File: src/rtl/cic_pkg.sv
`default_nettype none
// +----------------------------------------------------------------------+
// | cic_pkg                                                              |
// | Shared AGC state encoding, default constants and gain-limit helper.  |
// | Revision: 1.0                                                        |
// +----------------------------------------------------------------------+
package cic_pkg;

    typedef enum logic [1:0] {
        ST_IDLE    = 2'd0,
        ST_MEASURE = 2'd1,
        ST_DECIDE  = 2'd2,
        ST_SETTLE  = 2'd3
    } agc_state_t;

    localparam int DEF_BITS        = 16;
    localparam int DEF_GAIN_BITS   = 3;
    localparam int DEF_WINDOW      = 256;
    localparam int DEF_SETTLE      = 6;
    localparam int DEF_HIGH_THRESH = 16384;
    localparam int DEF_LOW_THRESH  = 4096;
    localparam int DEF_GAIN_INIT   = 0;

    function automatic int unsigned gmax(input int unsigned gain_bits);
        return (32'd1 << gain_bits) - 32'd1;
    endfunction

endpackage
`default_nettype wire

File: src/rtl/cic_peak_detect.sv
`default_nettype none
// +----------------------------------------------------------------------+
// | cic_peak_detect                                                      |
// | Saturating magnitude of a signed sample and running-maximum register.|
// | Revision: 1.0                                                        |
// +----------------------------------------------------------------------+
module cic_peak_detect #(
    parameter int BITS = 16
) (
    input  logic                   CLK,
    input  logic                   RSTb,
    input  logic                   clr,
    input  logic                   upd,
    input  logic signed [BITS-1:0] sample,
    output logic        [BITS-2:0] peak
);

    logic [BITS-1:0] w_neg;
    logic [BITS-2:0] w_mag;
    logic [BITS-2:0] r_peak;

    // Negating the most negative code leaves only the top bit set, so that
    // bit alone flags the case needing saturation to all ones.
    always_comb begin
        w_neg = (~sample) + 1'b1;
        w_mag = sample[BITS-2:0];
        if (sample[BITS-1]) begin
            w_mag = w_neg[BITS-1] ? {(BITS-1){1'b1}} : w_neg[BITS-2:0];
        end
    end

    always_ff @(posedge CLK) begin
        if (!RSTb) begin
            r_peak <= '0;
        end else if (clr) begin
            r_peak <= '0;
        end else if (upd && (w_mag > r_peak)) begin
            r_peak <= w_mag;
        end
    end

    assign peak = r_peak;

endmodule
`default_nettype wire

File: src/rtl/cic_agc.sv
`default_nettype none
// +----------------------------------------------------------------------+
// | cic_agc                                                              |
// | Windowed peak-based gain stepping for the decimating CIC filter.     |
// | Revision: 1.0                                                        |
// +----------------------------------------------------------------------+
module cic_agc
    import cic_pkg::*;
#(
    parameter int BITS        = DEF_BITS,
    parameter int GAIN_BITS   = DEF_GAIN_BITS,
    parameter int WINDOW      = DEF_WINDOW,
    parameter int SETTLE      = DEF_SETTLE,
    parameter int HIGH_THRESH = DEF_HIGH_THRESH,
    parameter int LOW_THRESH  = DEF_LOW_THRESH,
    parameter int GAIN_INIT   = DEF_GAIN_INIT
) (
    input  logic                   CLK,
    input  logic                   RSTb,
    input  logic signed [BITS-1:0] sample_in,
    input  logic                   sample_tick,
    input  logic                   enable,
    input  logic [GAIN_BITS-1:0]   manual_gain,
    output logic [GAIN_BITS-1:0]   gain_out,
    output logic                   gain_changed,
    output logic [BITS-2:0]        window_peak,
    output logic                   peak_valid
);

    localparam int c_cnt_max = (WINDOW > SETTLE) ? WINDOW : SETTLE;
    localparam int c_cnt_w   = $clog2(c_cnt_max + 1);

    localparam logic [c_cnt_w-1:0]   c_win_last    = c_cnt_w'(WINDOW - 1);
    localparam logic [c_cnt_w-1:0]   c_settle_last = c_cnt_w'(SETTLE - 1);
    localparam logic [GAIN_BITS-1:0] c_gmax        = GAIN_BITS'(gmax(GAIN_BITS));
    localparam logic [GAIN_BITS-1:0] c_gain_init   = GAIN_BITS'(GAIN_INIT);
    localparam logic [BITS:0]        c_high        = (BITS+1)'(HIGH_THRESH);
    localparam logic [BITS:0]        c_low         = (BITS+1)'(LOW_THRESH);

    agc_state_t           r_state;
    logic [c_cnt_w-1:0]   r_count;
    logic [GAIN_BITS-1:0] r_gain;
    logic                 r_gain_changed;
    logic [BITS-2:0]      r_window_peak;
    logic                 r_peak_valid;

    logic [BITS-2:0]      w_peak;
    logic [BITS:0]        w_peak_ext;
    logic                 w_clr;
    logic                 w_upd;

    // The peak register only accumulates in MEASURE; every other state
    // holds it at zero so each window starts clean.
    assign w_clr      = (r_state != ST_MEASURE);
    assign w_upd      = (r_state == ST_MEASURE) && sample_tick;
    assign w_peak_ext = {2'b00, w_peak};

    cic_peak_detect #(
        .BITS (BITS)
    ) u_peak (
        .CLK    (CLK),
        .RSTb   (RSTb),
        .clr    (w_clr),
        .upd    (w_upd),
        .sample (sample_in),
        .peak   (w_peak)
    );

    always_ff @(posedge CLK) begin
        if (!RSTb) begin
            r_state        <= ST_IDLE;
            r_count        <= '0;
            r_gain         <= c_gain_init;
            r_gain_changed <= 1'b0;
            r_window_peak  <= '0;
            r_peak_valid   <= 1'b0;
        end else begin
            r_gain_changed <= 1'b0;
            r_peak_valid   <= 1'b0;
            if ((r_state != ST_IDLE) && !enable) begin
                r_state <= ST_IDLE;
                r_count <= '0;
                r_gain  <= manual_gain;
            end else begin
                case (r_state)
                    ST_IDLE: begin
                        r_gain  <= manual_gain;
                        r_count <= '0;
                        if (enable) begin
                            r_state <= ST_MEASURE;
                        end
                    end
                    ST_MEASURE: begin
                        if (sample_tick) begin
                            if (r_count == c_win_last) begin
                                r_count <= '0;
                                r_state <= ST_DECIDE;
                            end else begin
                                r_count <= r_count + 1'b1;
                            end
                        end
                    end
                    ST_DECIDE: begin
                        r_window_peak <= w_peak;
                        r_peak_valid  <= 1'b1;
                        r_count       <= '0;
                        if ((w_peak_ext >= c_high) && (r_gain != '0)) begin
                            r_gain         <= r_gain - 1'b1;
                            r_gain_changed <= 1'b1;
                            r_state        <= ST_SETTLE;
                        end else if ((w_peak_ext < c_low) && (r_gain != c_gmax)) begin
                            r_gain         <= r_gain + 1'b1;
                            r_gain_changed <= 1'b1;
                            r_state        <= ST_SETTLE;
                        end else begin
                            r_state <= ST_MEASURE;
                        end
                    end
                    ST_SETTLE: begin
                        // Samples here still carry comb transients from the old gain.
                        if (sample_tick) begin
                            if (r_count == c_settle_last) begin
                                r_count <= '0;
                                r_state <= ST_MEASURE;
                            end else begin
                                r_count <= r_count + 1'b1;
                            end
                        end
                    end
                    default: begin
                        r_state <= ST_IDLE;
                        r_count <= '0;
                    end
                endcase
            end
        end
    end

    assign gain_out     = r_gain;
    assign gain_changed = r_gain_changed;
    assign window_peak  = r_window_peak;
    assign peak_valid   = r_peak_valid;

endmodule
`default_nettype wire

File: config.mk
export PLATFORM = sky130hd
export DESIGN_NAME = cic_agc
export DESIGN_NICKNAME = d
export VERILOG_FILES = /design/src/rtl/cic_pkg.sv /design/src/rtl/cic_peak_detect.sv /design/src/rtl/cic_agc.sv
export SDC_FILE = /design/constraint.sdc
export NUM_CORES = 1
export LEC_CHECK = 0
export BUFFER_PORTS_ARGS = -buffer_cell sky130_fd_sc_hd__buf_4
export CAP_MARGIN = 20
export CORE_AREA = 2 2 75 77
export DETAILED_ROUTE_END_ITERATION = 10
export DIE_AREA = 0 0 77 79
export HOLD_SLACK_MARGIN = 0.06
export PLACE_DENSITY = 0.79
export SLEW_MARGIN = 20
export SYNTH_ARGS = -nofsm -noshare
export SYNTH_HDL_FRONTEND = slang
export SYNTH_SLANG_ARGS = --single-unit
File: constraint.sdc
create_clock -name CLK -period 4.4 [get_ports CLK]
set_clock_uncertainty 0.15 [all_clocks]
set_input_delay 0.44 -clock CLK [delete_from_list [all_inputs] [get_ports CLK]]
set_output_delay 0.44 -clock CLK [all_outputs]
set_load 0.05 [all_outputs]
==> metrics.md <==
| Metric | Value |
|---|---|
| Area enclosed by the die boundary | about 6100 µm² |
| Count of yosys warnings during synthesis | 0 |
| Number of hold-repair buffers added at the cts stage | 0 |
| Worst hold-check slack | around 0.27 ns |
| Transition time at the pin with the least slew margin | between 0.7 and 0.8 ns |
| Final antenna diode count | 0 |
| Maximum number of pins on one net before global-route repair | 23 |
| Area share of the largest cell type after synthesis | 30.9% |
| Design Power | 1.13 mW |
| Number of global-route vias before repair | 2545 |
| Average cell area after synthesis | around 8.3 µm² |
| Register bit count reported by yosys | 46 |
| Max-slew violation total from the final report | 0 |
| H-tree levels | 2 |
| Worst hold-check path type | in2reg |
| Post-route clock period utilization | between 70 and 80% |
| Element type at the critical path end | register |
| VDD IR max | roughly 0.18 mV |
| Final setup viols | 0 |
| Most frequent cell after synthesis | nand2_1 |
| Crit path launch | sample_in[2] |
| Net Sw Frac | 36.1% |
| Leakage power figure | 1.35 nW |
| Hold path startpoint | manual_gain[0] |
| Post-synthesis cell area | roughly 3000 µm² |
| Commonest register cell after synthesis | dfxtp_1 |
| CTS tree | built |
| Insertion delay of the later-clocked pin in the worst-skew pair | 0.30 ns |
| Hold Path End | gain_out[0]$_SDFFE_PN0P_ |
| Post-CTS clock slew at the launch and capture registers of the worst setup and hold paths | roughly 0.080 ns |
| Total placed instance area | between 3000 and 4000 µm² |
| Detailed-route wire length per cell | around 14 µm |
| Area growth from synthesis to final layout | 15.5% |
| Net count of the finished layout | 449 |
| WS Path Type | in2reg |
| Count of endpoints failing hold in the final timing report | 0 |
| Part of the Yosys area used for sequential elements | a little under a third |
| Endpoint of the worst register-to-register path | u_peak.peak[12]$_SDFFE_PP0P_ |
| Portion of total power attributed to sequential cells | about two fifths |
| Height of the chip | about 79 µm |
| Number of cells on the worst hold path | 3 |
| Internal power | 0.721 mW |
| Clock network fraction of design power | around a quarter |
| Setup TNS after final layout | 0 ns |
| Port buffer count | between 40 and 50 |
| Count of distinct cell types in the synthesized netlist | 53 |
| Total routed wirelength | between 6 and 7 mm |
| Sink count of the clock tree | 46 |
| Post-detailed-route count of antenna-violating nets | 0 |
| Congestion Overflow GR | 0 |
| Resized Gates After CTS | 0 |
| Final Instance Area | around 3400 µm² |
| Combinational share of power | roughly a third |
| Switching Power | about 0.41 mW |
| Max-capacitance violation count | 0 |
| Via count normalized by instance count | around 5.5 |
| Clock root buffer | clkbuf_8 |
| RSZ-0062 raised after global routing | false |
| Pwr per Cell Area | about 330 nW/µm² |
| Critical path fanouts, max | 15 |
| Critical R2R Launch | u_peak.peak[14]$_SDFFE_PP0P_ |
| Result of the run | completed |
| HPWL after detailed placement | around 4.9 mm |
| Headroom to the max-slew limit | 51.7% |
| Top Ports | between 40 and 50 |
| Gp weighted congestion | 0.903 |
| Core Box Area | between 5000 and 6000 µm² |
| Largest buffer count on any clock path | 2 |
| Number of cells on the worst reg-to-reg path | 8 |
| Count of TritonRoute iterations in the first routing pass | 4 |
| Starting DRT DRC Count | 65 |
| Number of antenna violations at the first check in global routing | 0 |
| Cells after Synth | 360 |
| Starting Density | 55.9% |
| Global routing usage summed across all routing layers | around 22% |
| Data required time of the worst path | 4.44 ns |
| Die width | just under 80 µm |
| Filler cell count | 517 |
| Crit path time final | 3.31 ns |
| Placement Rows | 27 |
| EDFF count, synth | 0 |
| Cell taking the most area after synthesis | dfxtp_1 |
| Fmax | 0.302 GHz |
| Layout cells sized above 1 | between 10% and 20% |
| Register-to-Register Setup Slack | between 2 and 2.5 ns |
| Top area cells in the synthesized netlist | dfxtp_1 31%, ha_1 10%, nand2_1 7.4%, a21boi_0 4.3%, nor2_1 4.0% |
| Element type at the critical path start | primary input |
| Remaining DRCs | 0 |
| Post-synth top cells | 59 x nand2_1, 46 x dfxtp_1, 32 x nor2_1, 28 x inv_1, 25 x ha_1 |
| Data arrival time of the worst path | about 3.4 ns |
| Global-route wire length before repair | approximately 11 mm |
| Share of flip-flops with an asynchronous set or reset | 0% |
| Setup fix buffers added after clock tree synthesis | 0 |
| Number of buffers inserted during clock tree synthesis | 5 |
| Via count | approximately 2600 |
| Net Count, Synth | about 400 |
## per-stage QoR
| step | instances | setup WS (ns) | util (%) |
|---|---|---|---|
| after detailed placement | 465 | 0.778 | 62.8 |
| after floorplan | 360 | 0.984 | - |
| after global routing | 473 | 0.849 | 64.5 |
| final | 473 | 1.09 | 64.5 |
| after global placement | 465 | 0.849 | 62.8 |
| after CTS | 473 | 1.07 | 64.5 |
## cell families after synthesis
logic type / synth area share (%)
AO/OA/AOI/OAI: 18.4
XOR/XNOR: 5.58
adder cells (fa/ha/maj): 11.2
buffers and inverters: 5.25
flip-flops: 30.9
multiplexers: 7.26
AND/OR/NAND/NOR: 21.4
## metal layers
| layer | routed length (µm) | up-vias | share of wire [%] | track usage [%] |
|---|---|---|---|---|
| met5 | 0 | - | 0 | 0 |
| met4 | 87 | 0 | 1.4 | 7.32 |
| met3 | 289 | 7 | 4.5 | 4.43 |
| met2 | 3180 | 54 | 50 | 40.7 |
| met1 | 2830 | 1202 | 44 | 26.5 |
| li1 | - | 1323 | - | - |
## cells in the final DEF (no fill, tap or decap), types with 4 or more instances in the layout
cell type and count:
xnor2_1 9, nand3_1 5, a21oi_1 21, nand4_1 7, ha_1 25, xor2_1 10, buf_4 44, clkbuf_8 6
o211ai_1 4, a211oi_1 4, nor2_1 31, a21boi_0 17, o21ai_0 10, dfxtp_1 46, mux2_2 9, inv_1 28
mux2i_1 10, nand2_1 59
## power groups by stage
stage                     Sequential [mW]  Clock (mW)  Combinational (mW)
final                               0.472       0.263               0.392
after global routing                0.476       0.287               0.439
after CTS                           0.472       0.271               0.393
after detailed placement            0.480           0               0.388
after global placement              0.479           0               0.374
after floorplan                     0.502           0               0.259
## worst max path at each step
stage                     cells past startpoint                            to  slack [ns]
after CTS                                    12  u_peak.peak[12]$_SDFFE_PP0P_        1.07
after global routing                         12  u_peak.peak[12]$_SDFFE_PP0P_        0.85
after detailed placement                     12  u_peak.peak[12]$_SDFFE_PP0P_        0.78
final                                        12  u_peak.peak[12]$_SDFFE_PP0P_        1.09
after floorplan                              12  u_peak.peak[10]$_SDFFE_PP0P_        0.98
after global placement                       12  u_peak.peak[11]$_SDFFE_PP0P_        0.85
## worst max-delay path, cell delays in order
cell     delay [ns]
buf_4          0.13
or3_1          0.52
o41ai_2        0.35
xor2_1         0.26
nand2_1        0.11
ha_1           0.32
a21oi_1        0.07
o21ai_0        0.24
a21oi_1        0.11
a21oi_1        0.16
buf_4          0.27
mux2_2         0.36
## area by class of cell
class / count / area [µm²] / area share [%]
multi-input combinational: 275 / 1910 / 55.4
sequential: 46 / 921 / 26.7
timing repair buffer: 44 / 330 / 9.59
inverter: 28 / 105 / 3.05
tap: 72 / 90.1 / 2.62
clock buffer: 7 / 86.3 / 2.51
clock inverter: 1 / 5.00 / 0.145
## sequential cells by signal (all words and copies together), names as in the netlist
name          cells
u_peak.peak      15
window_peak      15
r_count           9
gain_out          3
r_state           2
gain_changed      1
peak_valid        1
Note: power is estimated with default switching activity, not from simulation.
